$ cat src/rtl/irq_ctl.sv
// Interrupt front end for the 65C02 core: pin synchronisation, NMI edge latch,
// I-flag masking, NMI/IRQ priority, vector low byte selection and WAI/STP halt.
module irq_ctl #(
    parameter int SYNC_STAGES = 2
) (
    input  logic       clk,
    input  logic       reset,
    input  logic       irq_n,
    input  logic       nmi_n,
    input  logic       sync,
    input  logic       I,
    input  logic       wai,
    input  logic       stp,
    input  logic       brk,
    input  logic       vec_ack,
    output logic       int_req,
    output logic [7:0] vec_lo,
    output logic       nmi_pending,
    output logic       halt
);

    localparam logic [7:0] VEC_NMI = 8'hFA;
    localparam logic [7:0] VEC_RST = 8'hFC;
    localparam logic [7:0] VEC_IRQ = 8'hFE;

    typedef enum logic [2:0] {ST_RST, ST_RUN, ST_ACK, ST_WAIT, ST_STOP} state_t;
    typedef enum logic [1:0] {K_IRQ, K_NMI, K_BRK} kind_t;

    state_t                 state;
    kind_t                  kind;
    logic [SYNC_STAGES-1:0] irq_sync;
    logic [SYNC_STAGES-1:0] nmi_sync;
    logic                   nmi_s_d;
    logic                   nmi_latch;
    logic                   irq_s;
    logic                   nmi_s;
    logic                   irq_act;
    logic                   nmi_edge;
    logic                   nmi_clr;
    logic                   take_int;

    assign irq_s       = irq_sync[SYNC_STAGES-1];
    assign nmi_s       = nmi_sync[SYNC_STAGES-1];
    assign irq_act     = ~irq_s;
    assign nmi_edge    = nmi_s_d & ~nmi_s;
    assign nmi_clr     = vec_ack & (kind == K_NMI);
    assign take_int    = sync & int_req;
    assign nmi_pending = nmi_latch;

    // NOTE: synchronisers reset to 1 (pins idle high) so releasing reset never fakes an NMI edge.
    always_ff @(posedge clk) begin
        if (reset) begin
            irq_sync <= '1;
            nmi_sync <= '1;
            nmi_s_d  <= 1'b1;
        end else begin
            irq_sync <= {irq_sync[SYNC_STAGES-2:0], irq_n};
            nmi_sync <= {nmi_sync[SYNC_STAGES-2:0], nmi_n};
            nmi_s_d  <= nmi_s;
        end
    end

    // A new edge outranks a service clear landing in the same cycle.
    always_ff @(posedge clk) begin
        if (reset)         nmi_latch <= 1'b0;
        else if (nmi_edge) nmi_latch <= 1'b1;
        else if (nmi_clr)  nmi_latch <= 1'b0;
    end

    always_ff @(posedge clk) begin
        if (reset) begin
            state   <= ST_RST;
            kind    <= K_IRQ;
            int_req <= 1'b0;
            vec_lo  <= VEC_RST;
            halt    <= 1'b0;
        end else begin
            case (state)
                ST_RST: begin
                    int_req <= 1'b0;
                    vec_lo  <= VEC_RST;
                    if (vec_ack) state <= ST_RUN;
                end
                ST_RUN: begin
                    if (take_int) begin
                        int_req <= 1'b0;
                        state   <= ST_ACK;
                        if (nmi_latch) begin
                            kind   <= K_NMI;
                            vec_lo <= VEC_NMI;
                        end else begin
                            kind   <= K_IRQ;
                            vec_lo <= VEC_IRQ;
                        end
                    end else if (stp) begin
                        int_req <= 1'b0;
                        halt    <= 1'b1;
                        state   <= ST_STOP;
                    end else if (wai) begin
                        int_req <= 1'b0;
                        halt    <= 1'b1;
                        state   <= ST_WAIT;
                    end else begin
                        int_req <= nmi_latch | (irq_act & ~I);
                        if (brk) begin
                            kind   <= K_BRK;
                            vec_lo <= VEC_IRQ;
                        end
                    end
                end
                ST_ACK: begin
                    int_req <= 1'b0;
                    if (vec_ack) state <= ST_RUN;
                end
                ST_WAIT: begin
                    // Wake ignores I; masking is re-applied once back in RUN.
                    int_req <= 1'b0;
                    if (nmi_latch | irq_act) begin
                        halt  <= 1'b0;
                        state <= ST_RUN;
                    end
                end
                ST_STOP: begin
                    int_req <= 1'b0;
                    halt    <= 1'b1;
                end
                default: begin
                    int_req <= 1'b0;
                    halt    <= 1'b0;
                    state   <= ST_RST;
                end
            endcase
        end
    end

endmodule
$ cat config.mk
export PLATFORM = sky130hd
export DESIGN_NAME = irq_ctl
export DESIGN_NICKNAME = d
export VERILOG_FILES = /design/src/rtl/irq_ctl.sv
export SDC_FILE = /design/constraint.sdc
export NUM_CORES = 1
export LEC_CHECK = 0
export CAP_MARGIN = 25
export CORE_AREA = 8 8 50 52
export CTS_CLUSTER_DIAMETER = 50
export CTS_CLUSTER_SIZE = 25
export DETAILED_ROUTE_END_ITERATION = 10
export DIE_AREA = 0 0 58 60
export GPL_TIMING_DRIVEN = 0
export PLACE_DENSITY = 0.72
export SLEW_MARGIN = 5
export SYNTH_ARGS = -nofsm -noshare
export SYNTH_HDL_FRONTEND = slang
export SYNTH_SLANG_ARGS = --single-unit
export TNS_END_PERCENT = 10
$ cat constraint.sdc
create_clock -name clk -period 2.4 [get_ports clk]
set_clock_uncertainty 0.15 [all_clocks]
set_input_delay 0.48 -clock clk [delete_from_list [all_inputs] [get_ports clk]]
set_output_delay 0.48 -clock clk [all_outputs]
set_load 0.05 [all_outputs]
==> results.cfg <==
[yosys]
syn_area_per_cell_sq_um = 9.16
syn_inst = 78
yosysWarnings = 0
synth_top_area_share_pct = 42.0
synth-seq-area-share_pct = 42.0
ys.flop_type = dfxtp_1
synth.most_common_cell = dfxtp_1
synth.distinct_cells = 31
ys_seq_elements = 15
synth_area_leader_cell = dfxtp_1
async_flop_share_pct = 0
synth_area_leaders = dfxtp_1 42%, buf_4 6.3%, or2_2 5.3%, nor2_1 3.7%, nor2b_1 3.5%
synth_edf_count = 0
ys_top_cells_by_count = 15 x dfxtp_1, 7 x nor2_1, 6 x buf_4, 6 x or2_2, 5 x o21ai_0
synth_area_sq_um = 714

[global_routing]
track_usage_pct = 8.53
antenna_found_initial = 0
overflow = 0
grt_pass1_vias = 526
grt_max_degree = 11
grt_pass1_wl_um = 2250

[critical_path]
cp-end-kind = output port
crit_path_max_incr_delay_ns = 0.84
critPathKind = flop to output port
crit_arrival_ns = 1.53
crit_path_cell_trace = clkdlybuf4s50_1
crit_family = buffers and inverters
start_kind = flop
cp.buffers_inverters = 1
crit_required_ns = 1.77
crit_fanout = 6
rrSetupSlack_ns = 0.83
cp_slowest_cell = clkdlybuf4s50_1

[finish]
drive_gt1_share_pct = 19.0
area_growth_pct = 28.5
fin_nets = 111
instances_no_fill = 118
stdcell_area_sq_um = 918
antenna_cells = 0
post-route-util_pct = 51.0

[placement]
placedCellCount = 114
port_buffers = 14
placed_area_sq_um = 892
place_congestion = 0.778
dp_hpwl_um = 1090

[clocking]
worstSkewPairLatency_ns = 0.28
clock-root-buffer = clkbuf_4
cts-buffers-inserted = 3
cts_tree = built
ctsHtreeMaxLevel = 1
cts_hold_buf = 0
post_cts_resized = 0
clock_sinks = 15
clock_path_buffers = 2
cts_setup_buffers = 0
cts.clk_slew.worst_paths_ns = 0.09

[timing]
setup_violations = 0
max_freq_ghz = 0.462
whs_ns = 0.264
worst_pin_slew_ns = 0.498
fin_setup_tns_ns = 0
fin_crit_sh_pct = 90.2
rsz0062_at_grt = no
hold_viol = 0
slew_headroom_pct = 66.7
maxSlewViolCount = 0
final.min_clock_period_ns = 2.16

[detailed_routing]
drtIter0Drc = 4
drtAntennaViolNets = 0
wl_per_cell_um = 11.9
drc = 0
first_pass_iters = 3
wirelength_um = 1400
num_vias = 582
viasPerCell = 4.93

[floorplan]
core-area_sq_um = 1800
dieHeight_um = 60
dieArea_sq_um = 3480
start_util_pct = 39.7
die_w_um = 58
pin_count = 21
rows = 16

[power]
power_density_nw_per_um2 = 564
peakVddDrop_mv = 0.395
p_leak_nw = 0.343

[run_status]
status = completed

[run]
maxCapViolations = 0

[hold_path]
min_path_type = flop to flop
path summary, 6_finish.rpt:
check | from | end | cells after the start
max | nmi_pending | nmi_pending | 1
min reg2reg | irq_sync[0] | irq_sync[1] | 1
max reg2reg | int_req | vec_lo[2] | 4
min | irq_sync[0] | irq_sync[1] | 1
metal layers:
| metal | track usage, % | wire (um) | up-vias | part of all wire (%) |
|---|---|---|---|---|
| met4 | 5.24 | 34 | 0 | 2.4 |
| met5 | 0 | 0 | - | 0 |
| met1 | 9.68 | 661 | 261 | 47 |
| met2 | 13.1 | 629 | 14 | 45 |
| li1 | - | - | 303 | - |
| met3 | 3.44 | 77 | 4 | 5.5 |
where the power goes:
part | total (mW) | switching (mW) | leakage (nW) | internal, mW
Sequential | 0.270 | 0.0104 | 0.123 | 0.260
Combinational | 0.108 | 0.0594 | 0.205 | 0.0482
Clock | 0.140 | 0.0758 | 0.0150 | 0.0644
state kept, by name, indices dropped and copies added, names as in the netlist:
signal	cells
nmi_pending	1
int_req	1
irq_sync	2
vec_lo	2
nmi_sync	2
kind	2
nmi_s_d	1
halt	1
state	3
cells in the final DEF (no fill, tap or decap), types with 4 or more instances in the layout:
master	count
dfxtp_1	15
conb_1	6
nor2b_1	4
or2_2	6
o21ai_0	5
nor2_1	7
clkdlybuf4s50_1	14
buf_4	6
kinds of logic (layout without fill, tap and decap cells):
kind of cell | count (synthesis) | in the layout | synth area share (%)
compound gates | 17 | 17 | 16.1
other cells | 2 | 6 | 1.05
buf+inv | 12 | 30 | 11.6
flops | 15 | 15 | 42.0
simple gates | 32 | 32 | 29.2
cell type report:
cell class	instances	area (sq um)
fillers	191	883
repair buffers	14	140
multi-input cells	55	347
well taps	18	22.5
plain buffers	9	71.3
flip-flops and latches	15	300
clock buffers	4	26.3
inverters	3	11.3
stage by stage:
stage | total power, mW | setup slack, ns
after floorplan | 0.350 | 0.636
after global placement | 0.382 | 0.219
after detailed placement | 0.383 | 0.211
after CTS | 0.525 | 0.221
after global routing | 0.551 | 0.177
final | 0.518 | 0.236
Note: power is estimated with default switching activity, not from simulation.
